--- src/rtl/vc_credit_tx_pkg.sv ---
// Shared definitions for the VC credit transmitter.
//   credit_width(depth) : counter width able to hold 0..depth
//   onehot(idx)         : MAX_VC-wide one-hot vector with bit idx set;
//                         callers cast it down to their own width
package vc_credit_tx_pkg;

    localparam int MAX_VC = 32;

    function automatic int credit_width(input int depth);
        return $clog2(depth + 1);
    endfunction

    function automatic logic [MAX_VC-1:0] onehot(input int idx);
        return MAX_VC'(1) << idx;
    endfunction

endpackage

--- src/rtl/vc_credit_tx_rr_arbiter.sv ---
// Round-robin arbiter.
//   clk, rst     : clock, asynchronous active-low reset
//   req[N]       : request vector
//   grant[N]     : combinational one-hot grant (zero when no request)
//   grant_valid  : any request granted this cycle
//   grant_idx    : binary index of the granted requester
// The scan starts at ptr; ptr moves one past the winner on a grant and
// holds otherwise.
module rr_arbiter
    import vc_credit_tx_pkg::*;
#(
    parameter int N = 4,
    localparam int IW = (N > 1) ? $clog2(N) : 1
) (
    input  logic          clk,
    input  logic          rst,
    input  logic [N-1:0]  req,
    output logic [N-1:0]  grant,
    output logic          grant_valid,
    output logic [IW-1:0] grant_idx
);

    logic [IW-1:0] ptr;
    int            cand;

    always_comb begin
        grant_valid = 1'b0;
        grant_idx   = '0;
        cand        = 0;
        for (int k = 0; k < N; k++) begin
            cand = int'(ptr) + k;
            if (cand >= N) cand = cand - N;
            if (!grant_valid && req[cand]) begin
                grant_valid = 1'b1;
                grant_idx   = IW'(cand);
            end
        end
        grant = grant_valid ? N'(onehot(int'(grant_idx))) : '0;
    end

    always_ff @(posedge clk or negedge rst) begin
        if (!rst) begin
            ptr <= '0;
        end else if (grant_valid) begin
            if (grant_idx == IW'(N - 1)) ptr <= '0;
            else                         ptr <= grant_idx + 1'b1;
        end
    end

endmodule

--- src/rtl/vc_credit_tx.sv ---
// Transmit side of a credit-flow-controlled output link.
//   clk, rst      : clock, asynchronous active-low reset
//   src_valid[VC] : local VC i has a head flit
//   src_data      : head flits, VC i at [i*DATA_WIDTH +: DATA_WIDTH]
//   src_pop[VC]   : one-hot pop of the granted local VC (combinational)
//   credit_ret[VC]: downstream freed one slot of VC i
//   link_valid    : registered flit-present strobe
//   link_data     : registered flit (holds when link idle)
//   link_vc       : registered one-hot destination VC, zero when idle
//   credit_avail  : per-VC credit non-zero
//   credit_err    : sticky, a credit came back to an already-full counter
module vc_credit_tx
    import vc_credit_tx_pkg::*;
#(
    parameter int VC         = 4,
    parameter int DATA_WIDTH = 32,
    parameter int FIFO_DEPTH = 32
) (
    input  logic                     clk,
    input  logic                     rst,
    input  logic [VC-1:0]            src_valid,
    input  logic [VC*DATA_WIDTH-1:0] src_data,
    output logic [VC-1:0]            src_pop,
    input  logic [VC-1:0]            credit_ret,
    output logic                     link_valid,
    output logic [DATA_WIDTH-1:0]    link_data,
    output logic [VC-1:0]            link_vc,
    output logic [VC-1:0]            credit_avail,
    output logic                     credit_err
);

    localparam int CREDIT_W = credit_width(FIFO_DEPTH);
    localparam int IW       = (VC > 1) ? $clog2(VC) : 1;
    localparam logic [CREDIT_W-1:0] FULL = CREDIT_W'(FIFO_DEPTH);

    logic [CREDIT_W-1:0] credit [VC];
    logic [VC-1:0]       eligible;
    logic [VC-1:0]       grant;
    logic                grant_valid;
    logic [IW-1:0]       grant_idx;

    for (genvar i = 0; i < VC; i++) begin : g_avail
        assign credit_avail[i] = (credit[i] != '0);
    end

    // Eligibility uses the registered credit only, so a credit returned this
    // cycle can enable a grant no earlier than the next cycle.
    assign eligible = src_valid & credit_avail;
    assign src_pop  = grant;

    rr_arbiter #(.N(VC)) u_arb (
        .clk         (clk),
        .rst         (rst),
        .req         (eligible),
        .grant       (grant),
        .grant_valid (grant_valid),
        .grant_idx   (grant_idx)
    );

    // A simultaneous grant and return on one VC cancel out; a lone return to
    // a full counter is dropped and flagged.
    always_ff @(posedge clk or negedge rst) begin
        if (!rst) begin
            for (int i = 0; i < VC; i++) credit[i] <= FULL;
            credit_err <= 1'b0;
        end else begin
            for (int i = 0; i < VC; i++) begin
                case ({grant[i], credit_ret[i]})
                    2'b10: credit[i] <= credit[i] - 1'b1;
                    2'b01: begin
                        if (credit[i] == FULL) credit_err <= 1'b1;
                        else                   credit[i]  <= credit[i] + 1'b1;
                    end
                    default: ;
                endcase
            end
        end
    end

    always_ff @(posedge clk or negedge rst) begin
        if (!rst) begin
            link_valid <= 1'b0;
            link_vc    <= '0;
            link_data  <= '0;
        end else begin
            link_valid <= grant_valid;
            link_vc    <= grant;
            if (grant_valid)
                link_data <= src_data[int'(grant_idx)*DATA_WIDTH +: DATA_WIDTH];
        end
    end

endmodule

--- config.mk ---
export PLATFORM = sky130hd
export DESIGN_NAME = vc_credit_tx
export DESIGN_NICKNAME = d
export VERILOG_FILES = /design/src/rtl/vc_credit_tx_pkg.sv /design/src/rtl/vc_credit_tx_rr_arbiter.sv /design/src/rtl/vc_credit_tx.sv
export SDC_FILE = /design/constraint.sdc
export NUM_CORES = 1
export LEC_CHECK = 0
export ABC_CLOCK_PERIOD_IN_PS = 5500
export BUFFER_PORTS_ARGS = -buffer_cell sky130_fd_sc_hd__buf_2
export CAP_MARGIN = 20
export CORE_AREA = 5 5 140 75
export DETAILED_ROUTE_END_ITERATION = 10
export DIE_AREA = 0 0 145 80
export PLACE_DENSITY = 0.79
export SYNTH_ARGS = -nofsm -noshare
export SYNTH_HDL_FRONTEND = slang
export SYNTH_SLANG_ARGS = --single-unit
export TNS_END_PERCENT = 1
--- constraint.sdc ---
create_clock -name clk -period 5.5 [get_ports clk]
set_input_delay 1.375 -clock clk [delete_from_list [all_inputs] [get_ports clk]]
set_output_delay 1.375 -clock clk [all_outputs]
set_load 0.05 [all_outputs]
After elaboration in Yosys (flattened, before gate mapping)
Cells that the tools add are included.
{"block": "op_classes", "n_lt_le_gt_ge": 8, "add_sub_neg": 16, "shift": 2, "bitwise_logic": 1, "n_mux": 42, "reduce_logical": 18, "n_eq_ne": 17, "mul": 0, "n_div": 0}
{"cell": "$lt A32 B4 Y1 const B", "count": 4}
{"cell": "$mux W32", "count": 4}
{"cell": "$shiftx A128 B8 Y32", "count": 1}
{"cell": "$ge A32 B4 Y1 const B", "count": 3}
{"cell": "$sub A32 B4 Y32 const B", "count": 3}
{"cell": "$pmux W6 S2", "count": 4}
{"cell": "$add A6 B1 Y6 const B", "count": 4}
{"cell": "$eq A6 B6 Y1 const B", "count": 4}
{"cell": "$mux W6", "count": 4}
{"cell": "$reduce_bool A6 Y1", "count": 4}
{"cell": "$sub A6 B1 Y6 const B", "count": 4}
{"cell": "$mux W1", "count": 20}
{"cell": "$eq A2 B2 Y1 const B", "count": 5}
{"cell": "$mux W2", "count": 5}
{"cell": "$bmux W1 S2", "count": 4}
{"cell": "$eq A2 B1 Y1 const B", "count": 4}
{"cell": "$ne A2 B2 Y1 const B", "count": 4}
{"cell": "$reduce_and A2 Y1", "count": 4}
{"cell": "$reduce_bool A2 Y1", "count": 4}
{"cell": "$add A2 B2 Y3 const B", "count": 2}
{"cell": "$and A4 B4 Y4", "count": 1}
{"cell": "$mux W4", "count": 1}
{"cell": "$shl A1 B2 Y4 const A", "count": 1}
{"cell": "$sub A2 B3 Y4 const B", "count": 1}
{"cell": "other kinds (5)", "count": 9}
{"block": "totals", "in_bits": 138, "output_inout_bits": 46, "mem_count": 0, "wordCells": 113, "romBits": 0, "regBits": 64, "latchBits": 0, "ramBits": 0}

Logic depth before layout (Yosys ltp)
{"block": "logic_depth", "ltp_word": 25, "depth_mapped": 17, "depth_no_buf": 15}

Modules after synthesis
A second synthesis with hierarchy kept.
{"block": "hier_totals", "hier_cells": 336, "hier_area_um2": 4247.8}
{"module": "vc_credit_tx", "cells_each": 307, "seq_area_each_um2": 1556.5, "area_each_um2": 3978.8, "n_inst": 1}
{"module": "rr_arbiter", "cells_each": 29, "seq_area_each_um2": 50.0, "area_each_um2": 269.0, "n_inst": 1}

Worst setup path after synthesis
No wires, ideal clock.
{"block": "synth_timing", "path_type": "input to output", "from": "input port src_valid[2]", "to": "output port src_pop[2]", "stages": 7, "path_buffers": 1, "t_arrival_ps": 3446, "t_required_ps": 4125, "path_slack_ps": 679, "path_cell_list": "a21boi_1 o221ai_1 clkbuf_1 inv_1 ha_1 o41ai_4 inv_1"}
{"block": "synth_between", "elab_chain_len": 16, "elab_cells_between_ends": 29, "classes_between": "1 x shift; 21 x mux; 1 x bitwise; 6 x reduce/logical"}
{"element": "start: declaration", "line": "vc_credit_tx.sv:21", "rtl": "input logic [VC-1:0] src_valid,"}
{"element": "$and A4 B4 Y4 *", "line": "vc_credit_tx.sv:48", "rtl": "assign eligible = src_valid & credit_avail;"}
{"element": "$bmux W1 S2", "line": "vc_credit_tx_rr_arbiter.sv:33", "rtl": "if (!grant_valid && req[cand]) begin"}
{"element": "$mux W1 (not written as such) (2 in series)", "line": "vc_credit_tx_rr_arbiter.sv:33"}
{"element": "$mux W1", "line": "vc_credit_tx_rr_arbiter.sv:33"}
{"element": "$logic_not A1 Y1", "line": "vc_credit_tx_rr_arbiter.sv:33"}
{"element": "$logic_and A1 B1 Y1", "line": "vc_credit_tx_rr_arbiter.sv:33"}
{"element": "$mux W1", "line": "vc_credit_tx_rr_arbiter.sv:33"}
{"element": "$logic_not A1 Y1", "line": "vc_credit_tx_rr_arbiter.sv:33"}
{"element": "$logic_and A1 B1 Y1", "line": "vc_credit_tx_rr_arbiter.sv:33"}
{"element": "$mux W1", "line": "vc_credit_tx_rr_arbiter.sv:33"}
{"element": "$logic_not A1 Y1", "line": "vc_credit_tx_rr_arbiter.sv:33"}
{"element": "$logic_and A1 B1 Y1", "line": "vc_credit_tx_rr_arbiter.sv:33"}
{"element": "$mux W2", "line": "vc_credit_tx_rr_arbiter.sv:33"}
{"element": "$shl A1 B2 Y4", "line": "vc_credit_tx_pkg.sv:14", "rtl": "return MAX_VC'(1) << idx;"}
{"element": "$mux W4 *", "line": "vc_credit_tx_rr_arbiter.sv:38", "rtl": "grant = grant_valid ? N'(onehot(int'(grant_idx))) : '0;"}
{"element": "end: declaration", "line": "vc_credit_tx.sv:23", "rtl": "output logic [VC-1:0] src_pop,"}
Every way passes the cells marked *; elsewhere a longest branch is shown, timed or not. The select of a mux whose other input is x is not followed.

Final worst setup path
Same ends and word-level chain as after synthesis.

==> impl.org <==
** Clock network
- Clock root buffer :: clkbuf_16
- Resized Gates After CTS :: 0
- Clock buffers created by TritonCTS :: 9
- Maximum buffer depth of the clock tree :: 2
- The clock tree synthesis step divided the H-tree into 3 levels.
- The clock drives 64 sinks.
- Clock Latency Late Sink :: 0.33 ns
- In this run the post-CTS setup repair buffer count came out at 0.
- The number of hold buffers added after CTS was 0.
- TritonCTS built the clock tree.
- After clock tree synthesis, the clock-pin slew on the worst setup and hold paths is 0.06 ns.

** Setup path
- At the worst endpoint, the arrival time is 3.48 ns.
- Critical-path maximum fanout :: 7
- STA puts the critical path data required time at 4.12 ns.
- Critical path endpoint category :: primary output
- Slack of the worst reg-to-reg path :: 1.30 ns
- Startpoint type of the worst setup path :: input pin
- Critical path class :: input pin to primary output

** Detailed routing
- Initial DRC count :: 201
- Average routed wire per standard cell :: 17.5 um
- DRT Wirelength :: 13100 um
- For this run, design rule violations remaining after detail routing come to 0.
- Number of antenna-violating nets in the routed design :: 0
- Via density :: 5.64
- For this block, the via count after detailed routing is 4210.
- The first detailed-routing pass took 4 iterations.

** STA
- Setup repair after global routing missed its margin :: false
- At the pin with the least slew margin, the transition time is 1.10 ns.
- Relative slew slack :: 0.263
- Setup violations remaining at the end of the flow were counted as 0.
- Static timing analysis puts the maximum clock frequency at 206 MHz.
- Endpoints failing hold :: 0
- Clock skew on the completed layout was measured at 0.00801 ns.
- The final number of max-transition violations is 0.
- Crit share post-route :: 0.884
- Final period demand of the worst path :: 4.86 ns
- Setup total negative slack on the finished layout was measured at 0 ns.

** Placement
- Final Wtd Congestion :: 0.918
- Once detailed placement completed, the half-perimeter wirelength came to 10000 um.
- In this run the tool buffered the top-level ports with 183 buffer cells.

** Synth
- Yosys warnings :: 0
- Syn Nets :: 605
- A synthesized cell averages 9.85 um2.
- For this run, the register share of the synthesized area comes to 0.368.
- Post-synthesis register bit count :: 64
- Synthesis produced a netlist whose cell count is 443.
- Number of distinct library cells after synthesis :: 47
- Synthesized area :: 0.00436 mm2

** Global routing
- First-pass GRT wire length :: 21200 um
- Global routing finished with a remaining overflow of 0.
- Vias in the first global route :: 4305
- Entering global routing, the biggest net connects 65 pins.
- Initial antenna violation count :: 0
- For this run, the total global-route usage over all layers was measured as 0.223.

** Die
- Horizontal die dimension :: 145 um
- Die Area :: 0.0116 mm2
- Pin placement for this block handled 184 I/O pins.
- The initial utilization of the core area, before any placement, comes to 0.476.
- After floorplanning, the core was divided into 25 placement rows.
- The total area inside the core boundary comes to 0.00917 mm2.
- In this run the vertical extent of the chip is 80 um.

** Power and ir drop
- Power spread over the standard cell area amounts to 645 mW/mm2.
- Reported leakage power :: 2.76 nW
- The worst-case IR drop observed on VDD is 0.284 mV.

** Worst hold path
- In this run the worst hold path is classified as register to register.

** Cells and area
- Inserted Diodes :: 0
- Area of the multi-input gates :: 0.00264 mm2
- Of the cells placed in the final design, the portion with a size suffix greater than 1 is 0.361.
- After filler insertion, the fill cell instance count of the layout stands at 779.
- Synthesis-to-layout area growth :: 31.4%
- Net count of the finished layout :: 784
- At the end of the flow the core is filled with cells to 0.626.
- The sequential cells in the finished layout cover a total of 0.00161 mm2.

** Run
- Max-cap violations in this run came to 0.

** Status
- Run status :: finished clean
[cell usage in the layout (no fill, tap or decap), types with 3 or more instances in the layout]
master	netlist	routed
mux2i_1	35	35
nand3_1	5	5
mux2_1	8	8
inv_1	12	12
a21oi_1	27	27
and2_1	33	33
nor4_1	3	3
a211oi_1	35	34
o21ai_0	6	6
fa_1	4	4
dfrtp_1	60	60
a21o_1	10	10
ha_1	20	20
and3_1	3	3
a221oi_1	32	32
nor2_1	46	46
dfstp_2	4	4
xnor2_1	8	8
buf_2	3	183
nor3_1	7	7
buf_4	3	8
nand2_1	17	17
xor2_1	8	8
clkbuf_16	0	9
nand2b_1	5	5
o41ai_4	4	4
[flip-flops by register name, summed over array words and instances, names as in the netlist]
signal and flops:
credit 24, link_valid 1, link_vc 4, credit_err 1, u_arb.ptr 2, link_data 32
[Yosys cell counts (all sizes together)]
| cell type | n | area share |
|---|---|---|
| xor2 | 8 | 0.016 |
| o31a | 1 | 0.0040 |
| ha | 20 | 0.057 |
| nand3 | 5 | 0.0057 |
| a22oi | 1 | 0.0017 |
| and4b | 2 | 0.0046 |
| dfstp | 4 | 0.024 |
| o31ai | 1 | 0.0017 |
| o21bai | 2 | 0.0034 |
| nand4 | 1 | 0.0014 |
| a21bo | 1 | 0.0023 |
| buf | 6 | 0.0086 |
| xnor2 | 8 | 0.016 |
| o41ai | 4 | 0.025 |
| nor3b | 2 | 0.0034 |
| mux2i | 35 | 0.080 |
| nor3 | 7 | 0.0080 |
| mux2 | 10 | 0.026 |
| nor2 | 46 | 0.040 |
| nand3b | 1 | 0.0017 |
| o21ai | 7 | 0.0089 |
| a21oi | 28 | 0.033 |
| fa | 4 | 0.018 |
| a21o | 10 | 0.017 |
| clkbuf | 17 | 0.015 |
| a21boi | 2 | 0.0034 |
| nand2 | 17 | 0.015 |
| or3 | 1 | 0.0014 |
| or4 | 3 | 0.0060 |
| inv | 14 | 0.012 |
| a31oi | 1 | 0.0014 |
| a2111oi | 1 | 0.0020 |
| and2 | 33 | 0.047 |
| a221oi | 32 | 0.064 |
| dfrtp | 60 | 0.34 |
| and3 | 3 | 0.0043 |
| o211ai | 1 | 0.0017 |
| o221ai | 1 | 0.0020 |
| a211oi | 35 | 0.060 |
| nor4 | 3 | 0.0043 |
| nand2b | 5 | 0.0072 |
[layer usage]
layer  GRT usage  wire [um]
met5           0          0
met4      0.0536        100
met3      0.0766       1050
met2       0.361       6210
met1       0.290       5740
[kinds of logic after synthesis]
group / after synthesis / synth area share
AO/OA/AOI/OAI: 128 / 0.233
flip-flops: 64 / 0.368
XOR/XNOR: 16 / 0.0321
adder cells (fa/ha/maj): 24 / 0.0757
multiplexers: 45 / 0.106
AND/OR/NAND/NOR: 129 / 0.150
buffers and inverters: 37 / 0.0353
[per-stage QoR]
| step | worst slack [ns] | std cells | power, mW | hold slack (ns) | cell area (um2) |
|---|---|---|---|---|---|
| floorplan | 0.679 | 443 | 2.56 | 0.504 | 4360 |
| global placement | 0.746 | 731 | 3.00 | 0.515 | 5420 |
| detailed placement | 0.640 | 731 | 3.10 | 0.510 | 5420 |
| CTS | 0.626 | 746 | 3.72 | 0.545 | 5730 |
| global route | 0.490 | 747 | 3.95 | 0.550 | 5730 |
| finish | 0.640 | 747 | 3.70 | 0.540 | 5730 |
[critical path, stage by stage]
cell and delay, ns:
buf_2 0.11, a21boi_1 0.88, o221ai_4 0.23, inv_1 0.14
ha_1 0.20, o41ai_4 0.13, inv_1 0.15, buf_2 0.28
[final cells by class]
type / instances / area share
Tap cell: 121 / 0.0264
Timing Repair Buffer: 191 / 0.170
Multi-Input combinational cell: 342 / 0.460
Clock inverter: 6 / 0.0148
Sequential cell: 64 / 0.280
Clock buffer: 9 / 0.0393
Inverter: 14 / 0.00917
[report_power, final]
| group | internal [mW] | total [mW] | switching [mW] |
|---|---|---|---|
| combinational | 0.763 | 2.17 | 1.40 |
| clock | 0.392 | 0.598 | 0.206 |
| sequential | 0.728 | 0.931 | 0.203 |
| total | 1.88 | 3.70 | 1.81 |
[worst paths after layout]
path                                        start                   endpoint  cells after the start
max                                  src_valid[2]                 src_pop[2]                      8
min                          credit_err$_DFF_PN0_       credit_err$_DFF_PN0_                      2
min in group asynchronous                     rst  link_data[25]$_DFFE_PN0N_                      1
max in group asynchronous                     rst     credit[17]$_DFFE_PN1P_                      2
min reg2reg                  credit_err$_DFF_PN0_       credit_err$_DFF_PN0_                      2
max reg2reg                credit[13]$_DFFE_PN0P_     credit[17]$_DFFE_PN1P_                     14
Power figures use the tool's default switching activity.
